===== config.mk =====
export PLATFORM = sky130hd
export DESIGN_NAME = sprite_draw
export DESIGN_NICKNAME = d
export VERILOG_FILES = /design/src/rtl/sprite_draw.sv
export SDC_FILE = /design/constraint.sdc
export NUM_CORES = 1
export LEC_CHECK = 0
export CELL_PAD_IN_SITES_DETAIL_PLACEMENT = 0
export CELL_PAD_IN_SITES_GLOBAL_PLACEMENT = 1
export CORE_MARGIN = 3
export CORE_UTILIZATION = 30
export CTS_CLUSTER_DIAMETER = 100
export DETAILED_ROUTE_END_ITERATION = 7
export PLACE_DENSITY = 0.69
export REMOVE_ABC_BUFFERS = 1
export SYNTH_ARGS = -nofsm -noshare
export SYNTH_HDL_FRONTEND = slang
export SYNTH_SLANG_ARGS = --single-unit
export TNS_END_PERCENT = 1

===== constraint.sdc =====
create_clock -name clk -period 11.97 [get_ports clk]
set_clock_uncertainty 0.2 [all_clocks]
set_input_delay 1.197 -clock clk [delete_from_list [all_inputs] [get_ports clk]]
set_output_delay 1.197 -clock clk [all_outputs]
set_load 0.1 [all_outputs]

===== src/rtl/sprite_draw.sv =====
// Sprite overlay stage: latches sprite position once per frame, addresses the
// sprite ROM and merges the returned colour with the background, 3 clk latency.
module sprite_draw #(
    parameter int          WIDTH       = 50,
    parameter int          HEIGHT      = 100,
    parameter logic [11:0] TRANSPARENT = 12'hF0F
) (
    input  logic        clk,
    input  logic        rst,
    input  logic [10:0] hcount_in,
    input  logic [10:0] vcount_in,
    input  logic        hsync_in,
    input  logic        vsync_in,
    input  logic        hblnk_in,
    input  logic        vblnk_in,
    input  logic [11:0] rgb_in,
    input  logic [11:0] xpos,
    input  logic [11:0] ypos,
    input  logic        mirror,
    output logic [19:0] rom_address,
    input  logic [11:0] rom_data,
    output logic [10:0] hcount_out,
    output logic [10:0] vcount_out,
    output logic        hsync_out,
    output logic        vsync_out,
    output logic        hblnk_out,
    output logic        vblnk_out,
    output logic [11:0] rgb_out
);

    typedef struct packed {
        logic [10:0] hcount;
        logic [10:0] vcount;
        logic        hsync;
        logic        vsync;
        logic        hblnk;
        logic        vblnk;
        logic [11:0] rgb;
    } vga_t;

    localparam logic [12:0] W13 = 13'(WIDTH);
    localparam logic [12:0] H13 = 13'(HEIGHT);
    localparam logic [19:0] W20 = 20'(WIDTH);

    logic [11:0] x_l;
    logic [11:0] y_l;
    logic        mirror_l;

    vga_t        s0;
    vga_t        s1;
    vga_t        s2;
    logic        f1;
    logic        f2;

    logic [12:0] hc;
    logic [12:0] vc;
    logic [12:0] xs;
    logic [12:0] ys;
    logic [12:0] dx;
    logic [12:0] dy;
    logic [12:0] col;
    logic        in_sprite;
    logic [19:0] addr;
    logic        frame_start;

    assign s0 = '{hcount: hcount_in, vcount: vcount_in,
                  hsync: hsync_in, vsync: vsync_in,
                  hblnk: hblnk_in, vblnk: vblnk_in, rgb: rgb_in};

    assign frame_start = (hcount_in == 11'd0) && (vcount_in == 11'd0);

    // 13-bit arithmetic so that position + size can never wrap around.
    always_comb begin
        hc        = {2'b00, hcount_in};
        vc        = {2'b00, vcount_in};
        xs        = {1'b0, x_l};
        ys        = {1'b0, y_l};
        dx        = hc - xs;
        dy        = vc - ys;
        in_sprite = (hc >= xs) && (hc < xs + W13) &&
                    (vc >= ys) && (vc < ys + H13);
        col       = mirror_l ? (W13 - 13'd1 - dx) : dx;
        addr      = 20'(dy) * W20 + 20'(col);
    end

    always_ff @(posedge clk) begin
        if (rst) begin
            x_l      <= '0;
            y_l      <= '0;
            mirror_l <= 1'b0;
        end else if (frame_start) begin
            x_l      <= xpos;
            y_l      <= ypos;
            mirror_l <= mirror;
        end
    end

    always_ff @(posedge clk) begin
        if (rst) begin
            rom_address <= '0;
            s1          <= '0;
            s2          <= '0;
            f1          <= 1'b0;
            f2          <= 1'b0;
            hcount_out  <= '0;
            vcount_out  <= '0;
            hsync_out   <= 1'b0;
            vsync_out   <= 1'b0;
            hblnk_out   <= 1'b0;
            vblnk_out   <= 1'b0;
            rgb_out     <= '0;
        end else begin
            rom_address <= in_sprite ? addr : 20'd0;
            s1          <= s0;
            f1          <= in_sprite;
            s2          <= s1;
            f2          <= f1;
            hcount_out  <= s2.hcount;
            vcount_out  <= s2.vcount;
            hsync_out   <= s2.hsync;
            vsync_out   <= s2.vsync;
            hblnk_out   <= s2.hblnk;
            vblnk_out   <= s2.vblnk;
            if (s2.hblnk || s2.vblnk)
                rgb_out <= 12'h000;
            else if (f2 && (rom_data != TRANSPARENT))
                rgb_out <= rom_data;
            else
                rgb_out <= s2.rgb;
        end
    end

endmodule


Word level (Yosys, flattened, before mapping)
Index checks and enable logic that the tools add are counted.
- add/subtract/negate cells: 6
- $mul: 1
- magnitude comparators: 4
- eq/ne operators: 1
- multiplexer cells: 2
- bitwise logic cells: 1
- reduce and logical (&&, ||, !) cells: 10
- operators with widths (cell ; number):
    11-bit by 13-bit less-than comparator with 1-bit output ; 2
    11-bit by 12-bit subtractor with 13-bit output ; 2
    11-bit by 12-bit greater-or-equal comparator with 1-bit output ; 2
    11-bit logical NOT ; 2
    19-bit by 13-bit adder with 20-bit output ; 1
    13-bit by 5-bit multiplier with 18-bit output (second input constant) ; 1
    12-bit by 6-bit adder with 13-bit output (second input constant) ; 1
    12-bit by 7-bit adder with 13-bit output (second input constant) ; 1
    13-bit two-way mux ; 1
    6-bit by 13-bit subtractor with 13-bit output (first input constant) ; 1
    12-bit two-way mux ; 1
    12-bit inequality test (second input constant) ; 1
    1-bit logical AND ; 5
    2-bit OR reduction ; 2
    1-bit logical OR ; 1
    1-bit NOT ; 1
- flip-flop bits (word level): 161
- input bits: 77

Depth between registers and ports, before layout
Gate-level depths: netlist (run 1).
- word-level depth: 7
- mapped depth: 27

Worst setup path before layout (run 1)
OpenSTA, ideal clock, no wires.
- kind: in2reg
- start point: input vcount_in[0]
- end point: register rom_address[19]
- library setup time: 0.096 ns
- data arrival time: 5.699 ns
- data required time: 11.674 ns
- slack: 5.975 ns
- stages: 24
- path buffers: 0
- path through: inv_1 > ha_1 > fa_1 > nor2b_1 > o21ai_1 > a21boi_1 > o21ai_0 > a21boi_1 > o21ai_1 > nand2_1 > xor2_1 > ha_1 > ha_1 > inv_1 > fa_1 > inv_1 > ha_1 > a21o_1 > a21oi_1 > o21ai_1 > xnor2_1 > or3_1 > nor3_1 > nor4b_1
- longest elaborated chain between the ends: 5
- ends and longest elaborated chain (what ; RTL line ; source):
    start: declaration ; 11 ; input logic [10:0] vcount_in,
    branches (longest 5 deep; another with 19-bit by 13-bit adder with 20-bit output) ; - ;
    end signal: assignment ; 113 ; rom_address <= in_sprite ? addr : 20'd0;
    end: declaration ; 20 ; output logic [19:0] rom_address,
Parallel ways; which one is timed is not known.
A chain may end at the register's enable or synchronous reset.

Worst setup path in the final report (run 1)
Ends and elaborated chain as after synthesis.

==> results of run 1 <==
layout by cell type (no fill, tap or decap), types with 11 or more instances in the layout:
master,synthesis,final
dfxtp_1,161,161
clkdlybuf4s50_1,0,133
nor2b_1,110,110
ha_1,99,99
nor2_1,82,82
inv_1,77,77
xnor2_1,44,44
nand2_1,42,42
a21oi_1,37,37
mux2i_1,36,36
o21ai_0,23,23
xor2_1,22,22
clkbuf_16,0,17
nor3_1,13,13
o21a_1,13,13
nand3_1,11,11
fa_1,11,11
layout make-up:
| cell class | instances | share of cell area, % |
|---|---|---|
| Multi-Input combinational cell | 659 | 45.4 |
| Sequential cell | 161 | 29.5 |
| Timing Repair Buffer | 136 | 12.4 |
| Tap cell | 378 | 4.32 |
| Clock buffer | 17 | 3.89 |
| Inverter | 78 | 2.68 |
| Clock inverter | 15 | 1.89 |
through the flow:
stage                     hold WS [ns]  utilization (%)  area (sq um)  power [W]  setup WS, ns
after floorplan                  0.214                -          8470    0.00106          5.97
after global placement           0.216             36.9         10300    0.00120          5.02
after detailed placement         0.220             36.9         10300    0.00120          4.89
after CTS                        0.234             39.2         10900    0.00179          5.36
after global routing             0.249             39.2         10900    0.00190          4.85
final                            0.233             39.2         10900    0.00176          5.42
critical path, delay by kind of cell:
family / cells / cell delay, ns
XOR/XNOR: 2 / 0.35
AO/OA/AOI/OAI: 8 / 1.15
AND/OR/NAND/NOR: 5 / 1.24
adder cells (fa/ha/maj): 6 / 2.03
buffers and inverters: 4 / 0.73
cell usage after synthesis (3+ instances only):
master	instances	area [sq um]
o21ai_1	6	30.0
nor2b_1	110	688
ha_1	99	1240
o31a_1	3	26.3
a21oi_1	37	185
mux2i_1	36	360
nand2_1	42	158
o21ai_0	23	115
and3_1	4	25.0
o21a_1	13	97.6
a211o_1	3	26.3
fa_1	11	220
o21bai_1	3	22.5
nand3_1	11	55.1
clkbuf_1	20	75.1
or3_1	8	50.1
dfxtp_1	161	3220
and4_1	3	26.3
a31o_1	3	26.3
nor3_1	13	65.1
a21o_1	8	60.1
xor2_1	22	193
inv_1	77	289
xnor2_1	44	385
a21boi_1	3	22.5
o211ai_1	7	52.6
nor2_1	82	308
a31oi_1	5	31.3
a211oi_1	9	67.6
nor4_1	6	37.5
nand2b_1	4	25.0
o31ai_1	6	45.0
cell families (layout without fill, tap and decap cells):
| logic type | count (synthesis) | in the layout | synth area share, % |
|---|---|---|---|
| compound gates | 144 | 144 | 11.1 |
| xor+xnor | 66 | 66 | 6.75 |
| fa+ha+maj | 110 | 110 | 17.0 |
| buf+inv | 101 | 246 | 4.46 |
| flops | 161 | 161 | 37.7 |
| mux | 38 | 38 | 4.47 |
| simple gates | 301 | 301 | 18.5 |
sequential cells by signal, summed over array words and instances (netlist names), 11 cells and up:
register,cells
x_l,12
s1,38
s2,38
rgb_out,12
y_l,12
hcount_out,11
vcount_out,11
rom_address,20
where the power goes:
group	switching, W	total (W)	internal [W]
sequential	0.00000373	0.000557	0.000553
clock	0.000279	0.000568	0.000289
combinational	0.000360	0.000634	0.000274
total	0.000643	0.00176	0.00112
per-layer routing:
layer | share of wire, % | vias up | global-route usage, %
met4 | 1.4 | 0 | 4.16
met2 | 43 | 112 | 20.1
met5 | 0 | - | 0
li1 | - | 3385 | -
met3 | 4.0 | 14 | 2.78
met1 | 51 | 2823 | 18.0
path summary, 6_finish.rpt:
kind,end,slack (ns),cells after the start
setup / recovery,rom_address[19],5.42,25
hold / removal,s2[35],0.23,1
setup reg to reg,rom_address[19],6.21,20
hold reg to reg,s2[35],0.23,1
==> summary.txt, run 1 <==
Route
  • Vias per cell: 4.39
  • Final wirelength: 19600 um
  • Drt pass-1 iters: 5
  • Wire per inst: 13.5 um
  • Drt drc: 0
  • Drt first-iter violations: 246
  • DR vias: 6334
  • Remaining antenna violation count: 0

Timing
  • Endpoints failing setup: 0
  • Fin crit share: 54.8%
  • Least-Margin Pin Slew: 1.14 ns
  • Fmax: 153 MHz
  • Setup tns final: 0 ns
  • Max Slew Vio Count: 0
  • Endpoints failing hold: 0
  • RSZ-0062 raised after global routing: no
  • Slew margin rel.: 23.6%
  • Post-layout minimum cycle time: around 6.6 ns

Setup path
  • Critical path fanouts, max: 5
  • Critical path endpoint category: flip-flop
  • FF-to-FF Start: y_l[1]
  • CP peak stage delay: 0.55 ns
  • Element type at the critical path start: primary input
  • Setup CP Type: in2reg
  • Arr. time, crit path: 6.69 ns
  • Critical path startpoint: vcount_in[0]
  • CP most frequent cell: ha_1
  • Slowest CP cell: clkdlybuf4s50_1
  • Worst path required time: 12.11 ns

GRT
  • Global-route wire length before repair: around 32000 um
  • Overflow after GRT: 0
  • Vias in the first global route: around 6200
  • Initial antenna violation count: 0
  • Largest net degree at the start of global routing: 76
  • Total global-route track usage: roughly an eighth

CTS
  • Hold Buf Count CTS: 0
  • Clk sink count: roughly 160
  • Worst-path clk slew: 0.08 ns
  • CTS tree: built
  • Num CTS Buffers: 17
  • CTS H-tree lvls: 4
  • Worst-case clock buffer depth: 2
  • Clk Latency, worst-skew pair: 0.43 ns
  • Gates resized, CTS repair: 0
  • Root Driver: clkbuf_16
  • # Post-CTS Setup Buffers: 0

Yosys
  • Distinct cells, synth: 60
  • Cell count after synthesis: 921
  • Syn. warnings: 0
  • Number of synthesized register bits: 161
  • Most frequently used flop master after synthesis: dfxtp_1
  • EDFF count, synth: 0
  • Mapped Area: ~8600 sq um
  • Avg Cell Area, Syn: 9.29 sq um
  • Register area share after synthesis: 37.7%
  • Share of flip-flops with an asynchronous set or reset: 0%

Floorplan
  • Core ar.: 27900 sq um
  • DIE HEIGHT: 175 um
  • Die W: 175 um
  • Initial Util: a little under a third
  • Row cnt: 61
  • Die area: 30600 sq um
  • IO Pins: 135

Outcome
  • Outcome: finished, final reports clean

Placed design
  • DPL Wire Length: 15000 um
  • Routability cong.: 0.790
  • # port buffers: 134
  • Placed cell count: ~1400

Pwr
  • Maximum vdd drop: 87.2 uV
  • PwrDens: between 150 and 200 nW/um^2
  • Leakage: 4.41 nW

Hold path
  • Hold Startpoint: s1[35]
  • HP Class: reg2reg

Run
  • Max_cap viols: 0

Finish
  • P&R area growth vs syn: 27.8%
  • Non-filler cells, final: 1444
  • Area of the multi-input gates: between 4000 and 5000 sq um
  • Share of layout cells above drive strength 1: 4.22%
  • Total Nets Final: 1240
  • N_diodes: 0
  • # fillers: ~2800
  • Register area: 3220 sq um
Power figures use the tool's default switching activity.
==> run 2, diff against run 1 <==
PLACE_DENSITY = 0.72   (was 0.69)
clock period = 5.4 ns   (was 11.97 ns; I/O delays follow)
==> run 2 against run 1 <==
  * Clock-buffer cell count did not move
  * Core utilization increased by 3.6 points
  * Die area is the same
  * Sequential share of layout area decreased by 2.4 points
  * Sequential power up 120%
  * Critical path depth grew 2
  * Register-to-register slack worse by 6.0 ns
  * Setup slack got worse by 5.2 ns
  * Largest power group unchanged
  * First-iteration DRC count grew 37%
  * Cell count up 7.1%
  * Combinational power grew to 3.2 times the previous value
==> summary.txt, run 2 (same netlist as run 1, synthesis figures left out) <==
Outcome
  • Outcome: finished, final reports clean

Floorplan
  • DIE HEIGHT: 175 um (unchanged)
  • Die W: 175 um (unchanged)
  • Row cnt: 61 (unchanged)
  • Die area: 30600 sq um (unchanged)
  • Initial Util: 30.6% (unchanged)
  • Core ar.: 27900 sq um (unchanged)
  • IO Pins: 135 (unchanged)

Timing
  • Least-Margin Pin Slew: 1.18 ns (+0.0371 ns)
  • Setup ws final: 0.241 ns (-5.18 ns)
  • Post-layout minimum cycle time: 5.16 ns
  • Fin crit share: a little over nine tenths
  • Endpoints failing setup: 0 (unchanged)
  • Max Slew Vio Count: 0 (unchanged)
  • Endpoints failing hold: 0 (unchanged)
  • Slew margin rel.: 21.1% (-2.5 points)
  • Fmax: between 150 and 200 MHz

CTS
  • Clk Latency, worst-skew pair: 0.43 ns (about the same)
  • CTS tree: built
  • CTS H-tree lvls: 4 (unchanged)
  • Clk sink count: 161 (unchanged)
  • Worst-case clock buffer depth: 2 (unchanged)
  • Worst-path clk slew: 0.08 ns (about the same)
  • Num CTS Buffers: 17 (unchanged)
  • Hold Buf Count CTS: 0 (unchanged)
  • Root Driver: clkbuf_16

Pwr
  • Internal power: 0.00292 W (+160%)
  • Sw Pwr: 0.00160 W (+150%)
  • Clock group share of total power: 27.2% (-5.1 points)
  • Leakage: 4.94 nW (+12%)
  • Combinational share of power: 45.4% (+9.4 points)
  • Sw Share: 35.4% (-1.2 points)
  • Maximum vdd drop: 195 uV (+120%)
  • PwrDens: 378 nW/um^2 (+140%)
  • Seq pwr share: 27.4% (-4.3 points)

Setup path
  • Setup CP Type: in2reg
  • CP peak stage delay: 0.55 ns (about the same)
  • Critical path startpoint: vcount_in[0]
  • FF-to-FF Start: y_l[0]
  • CP most frequent cell: ha_1
  • Critical path endpoint category: flip-flop
  • Worst path required time: 5.50 ns (-6.61 ns)
  • Critical path fanouts, max: 4 (-1)
  • Slowest CP cell: fa_1
  • Element type at the critical path start: primary input
  • Arr. time, crit path: 5.26 ns (-1.43 ns)

GRT
  • Initial antenna violation count: 0 (unchanged)
  • Overflow after GRT: 0 (unchanged)
  • Largest net degree at the start of global routing: 75 (-1.3%)
  • Global-route wire length before repair: 33300 um (+3.7%)
  • Vias in the first global route: 6562 (+5.1%)
  • Total global-route track usage: 13.4% (+0.45 points)

Finish
  • Most frequent cells in the layout: dfxtp_1 (158), clkdlybuf4s50_1 (129), nor2b_1 (108), buf_4 (104), ha_1 (90)
  • Share of layout cells above drive strength 1: 16.8% (+13 points)
  • Top Registers: s1 x38, s2 x38, rom_address x20
  • N_diodes: 0 (unchanged)
  • Non-filler cells, final: 1546 (+7.1%)
  • Total Nets Final: 1342 (+8.2%)
  • P&R area growth vs syn: 39.5%
  • Most common cell after layout, fill and taps aside: dfxtp_1

Route
  • Vias per cell: 4.41 (+0.58%)
  • DR vias: 6821 (+7.7%)
  • Wire per inst: 13.2 um (-2.4%)
  • Drt pass-1 iters: 4 (-1)
  • Drt first-iter violations: 336 (+37%)
  • Remaining antenna violation count: 0 (unchanged)
  • Final wirelength: 20500 um (+4.5%)
  • Drt drc: 0 (unchanged)

Hold path
  • HP Class: reg2reg
  • Hold Startpoint: s1[31]

Placed design
  • Setup Slack @ Placement: -0.875 ns (-5.77 ns)
  • DPL Wire Length: 15400 um (+2.7%)
  • Placed cell count: 1500 (+6.2%)
  • # port buffers: 134 (unchanged)
  • Routability cong.: 0.804 (+1.8%)

Run
  • Max_cap viols: 0 (unchanged)
## run 2: metal layers
layer / track usage (%) / share of wire, % / vias up
met5: 0 / 0 / -
met4: 3.96 / 1.1 / 0
met3: 2.17 / 3.4 / 15
met2: 20.9 / 45 / 113
met1: 19.1 / 51 / 3099
li1: - / - / 3594
## run 2: path summary, 6_finish.rpt
path	end	slack [ns]	cells past startpoint
worst min-delay path	s2[31]	0.23	1
worst max register to register	rom_address[18]	0.25	25
worst min register to register	s2[31]	0.23	1
worst max-delay path	rom_address[18]	0.24	27
## run 2: area by class of cell
class | instances | area, sq um
Fill cell | 2805 | 16000
Multi-Input combinational cell | 659 | 5220
Sequential cell | 161 | 3230
Timing Repair Buffer | 238 | 2120
Tap cell | 378 | 473
Clock buffer | 17 | 425
Inverter | 78 | 293
Clock inverter | 15 | 180
## run 2: stage by stage
step / power [W] / area (sq um) / TNS, ns / hold WS (ns) / util, %
detailed placement: 0.00301 / 11000 / -6.59 / 0.220 / 39.3
global route: 0.00483 / 11900 / -0.0153 / 0.246 / 42.7
floorplan: 0.00235 / 8470 / 0 / 0.214 / -
global placement: 0.00301 / 11000 / -5.45 / 0.216 / 39.3
CTS: 0.00439 / 11700 / 0 / 0.229 / 41.9
finish: 0.00451 / 11900 / 0 / 0.228 / 42.7
## run 2: timing repair
item	4_1_cts	5_1_grt
resized for setup	24	43
endpoints found under the setup margin	8	9
endpoints found under the hold margin	0	0
cloned	0	0
pin swaps	6	32
setup buffers	4	10
## run 2: critical path, delay by kind of cell
family	cells	cell delay, ns
adder cells (fa/ha/maj)	7	2.29
AO/OA/AOI/OAI	9	1.40
buffers and inverters	6	0.53
XOR/XNOR	2	0.27
AND/OR/NAND/NOR	3	0.23
## run 2: power by group through the flow
stage	combinational (W)	clock, W	sequential [W]
after floorplan	0.000990	0	0.00136
after global placement	0.00175	0	0.00126
after detailed placement	0.00175	0	0.00126
after CTS	0.00189	0.00127	0.00124
after global routing	0.00228	0.00132	0.00124
final	0.00205	0.00123	0.00124
==> run 3, diff against run 2 <==
--- a/config.mk
+++ b/config.mk
@@ -9,3 +9,3 @@
 export CELL_PAD_IN_SITES_GLOBAL_PLACEMENT = 1
-export CORE_MARGIN = 3
+export CORE_MARGIN = 1
 export CORE_UTILIZATION = 30
--- a/constraint.sdc
+++ b/constraint.sdc
@@ -4,2 +4,2 @@
 set_output_delay 0.54 -clock clk [all_outputs]
-set_load 0.1 [all_outputs]
+set_load 0.02 [all_outputs]
==> run 3 against run 2 <==
  * Hold slack got worse by 0.00051 ns
  * Non-clock buffer count grew 2
  * Critical path type unchanged
  * Sequential power about the same
  * Combinational power decreased by 5%
  * Core utilization barely moved
  * Critical endpoint is now rom_address[15]
  * Clock-buffer cell count unchanged
  * Via count is 1.4% lower
==> summary.txt, run 3 (same netlist as run 1, synthesis figures left out) <==
Outcome
  • Outcome: finished, final reports clean

Pwr
  • Maximum vdd drop: 217 uV (+11%)
  • Sw Share: 34.0% (-1.3 points)
  • Internal power: 0.00291 W (-0.20%)
  • PwrDens: 370 nW/um^2 (-2.1%)
  • Power Total: 0.00442 W (-2.2%)
  • Combinational share of power: 44.2% (-1.2 points)
  • Leakage: 4.95 nW (+0.15%)
  • Sw Pwr: 0.00150 W (-5.9%)
  • Seq pwr share: 28.0% (+0.6 points)
  • Clock group share of total power: 27.8% (+0.6 points)

Setup path
  • Slowest CP cell: fa_1
  • Arr. time, crit path: 5.36 ns (+0.10 ns)
  • Worst path required time: 5.57 ns (+0.07 ns)
  • Setup CP Type: in2reg
  • Critical path endpoint category: flip-flop
  • Critical path fanouts, max: 4 (unchanged)
  • CP peak stage delay: 0.53 ns (-0.02 ns)
  • Worst R2R Path Depth: 24 (-4.0%)
  • Element type at the critical path start: primary input

Finish
  • Total Nets Final: 1344 (+0.15%)
  • Area of the multi-input gates: 5180 sq um (-0.84%)
  • Most common cell after layout, fill and taps aside: dfxtp_1
  • Non-filler cells, final: 1550 (+0.26%)
  • Register area: 3230 sq um (about the same)
  • Most frequent cells in the layout: dfxtp_1 (159), clkdlybuf4s50_1 (129), nor2b_1 (109), buf_4 (106), ha_1 (93)
  • P&R area growth vs syn: 39.4% (about the same)
  • Share of layout cells above drive strength 1: 16.0% (-0.80 points)
  • # fillers: 2756 (-1.7%)
  • Top Registers: s1 x38, s2 x38, rom_address x20

Route
  • Remaining antenna violation count: 0 (unchanged)
  • Drt pass-1 iters: 4 (unchanged)
  • DR vias: 6727 (-1.4%)
  • Final wirelength: 20200 um (-1.4%)
  • Vias per cell: 4.34 (-1.6%)
  • Drt first-iter violations: 248 (-26%)
  • Drt drc: 0 (unchanged)
  • Wire per inst: 13.0 um (-1.7%)

GRT
  • Overflow after GRT: 0 (unchanged)
  • Vias in the first global route: 6686 (+1.9%)
  • Total global-route track usage: 14.1% (+0.63 points)
  • Global-route wire length before repair: 32200 um (-3.2%)
  • Largest net degree at the start of global routing: 82 (+9.3%)
  • Initial antenna violation count: 1 (+1)

Timing
  • Endpoints failing hold: 0 (unchanged)
  • Least-Margin Pin Slew: 1.16 ns (-0.0120 ns)
  • Fmax: 193 MHz (-0.53%)
  • Slew margin rel.: 21.9% (+0.80 points)
  • Max Slew Vio Count: 0 (unchanged)
  • Endpoints failing setup: 0 (unchanged)
  • Fin crit share: 96.1% (+0.51 points)
  • Post-layout minimum cycle time: 5.19 ns (+0.0276 ns)
  • Setup ws final: 0.213 ns (-0.0276 ns)

Floorplan
  • IO Pins: 135 (unchanged)
  • Die area: 29200 sq um (-4.5%)
  • Row cnt: 61 (unchanged)
  • Initial Util: 30.6% (unchanged)
  • DIE HEIGHT: 171 um (-2.3%)
  • Core ar.: 27900 sq um (unchanged)
  • Die W: 171 um (-2.3%)

CTS
  • Hold Buf Count CTS: 0 (unchanged)
  • Clk sink count: 161 (unchanged)
  • CTS tree: built
  • Worst-path clk slew: 0.08 ns (about the same)
  • Worst-case clock buffer depth: 2 (unchanged)
  • Clk Latency, worst-skew pair: 0.43 ns (about the same)
  • Num CTS Buffers: 17 (unchanged)
  • CTS H-tree lvls: 4 (unchanged)
  • Root Driver: clkbuf_16

Placed design
  • Setup Slack @ Placement: -0.813 ns (+0.0616 ns)
  • Routability cong.: 0.803 (-0.12%)
  • DPL Wire Length: 15500 um (+0.75%)
  • Placed cell count: 1505 (+0.33%)
  • # port buffers: 134 (unchanged)

Hold path
  • Worst Hold Path Cells: 1 (unchanged)
  • HP Class: reg2reg

Run
  • Max_cap viols: 0 (unchanged)
## run 3: cell types whose count changed in the layout (fill, tap and decap cells not counted), sizes merged
| cell | delta |
|---|---|
| inv | -2 |
| clkinv | +2 |
| clkbuf | -2 |
| dlymetal6s2s | +1 |
| diode | +2 |
| buf | +2 |
| dlygate4sd2 | +1 |
## run 3: critical path, delay by kind of cell
family                     cells  cell delay [ns]
AOI/OAI and AO/OA              9             1.29
xor gates and xnor gates       2             0.33
and+or+nand+nor                4             0.96
buffers and inverters          4             0.39
adders and majority gates      6             1.81
## run 3: worst paths after layout
path / start / slack, ns / end
min: s2[30] / 0.23 / hcount_out[3]
max: vcount_in[0] / 0.21 / rom_address[15]
min reg2reg: s2[30] / 0.23 / hcount_out[3]
max reg2reg: y_l[1] / 0.26 / rom_address[15]
## run 3: power by group through the flow
stage               logic, W  registers [W]  clock network (W)
global route         0.00217        0.00124            0.00132
floorplan           0.000990        0.00128                  0
detailed placement   0.00167        0.00126                  0
CTS                  0.00188        0.00124            0.00127
finish               0.00195        0.00123            0.00123
global placement     0.00167        0.00126                  0
## run 3: per-stage QoR
stage | area, sq um | utilization, % | TNS (ns) | hold slack [ns]
floorplan | 8470 | - | 0 | 0.214
global placement | 11000 | 39.5 | -5.40 | 0.216
detailed placement | 11000 | 39.5 | -6.21 | 0.220
CTS | 11800 | 42.2 | 0 | 0.229
global route | 11900 | 42.7 | -0.0434 | 0.247
finish | 11900 | 42.7 | 0 | 0.227
## run 3: metal layers
layer,vias up,GRT usage (%),wire [um]
met1,3010,17.9,9990
met3,15,2.68,745
met5,-,0,0
met4,0,4.58,301
met2,114,23.8,9120
li1,3588,-,-
## run 3: layout make-up
class	count	area share (%)
timing repair buffer	240	18.0
multi-input combinational	659	43.4
antenna	2	0.0419
tap	378	3.96
sequential	161	27.0
inverter	78	2.45
clock inverter	15	1.55
clock buffer	17	3.57
## run 3: repair_timing
| item | CTS | global route |
|---|---|---|
| buffers inserted | 6 | 5 |
| pin swaps | 10 | 18 |
| setup endpoints to repair | 8 | 8 |
| resized for setup | 27 | 23 |
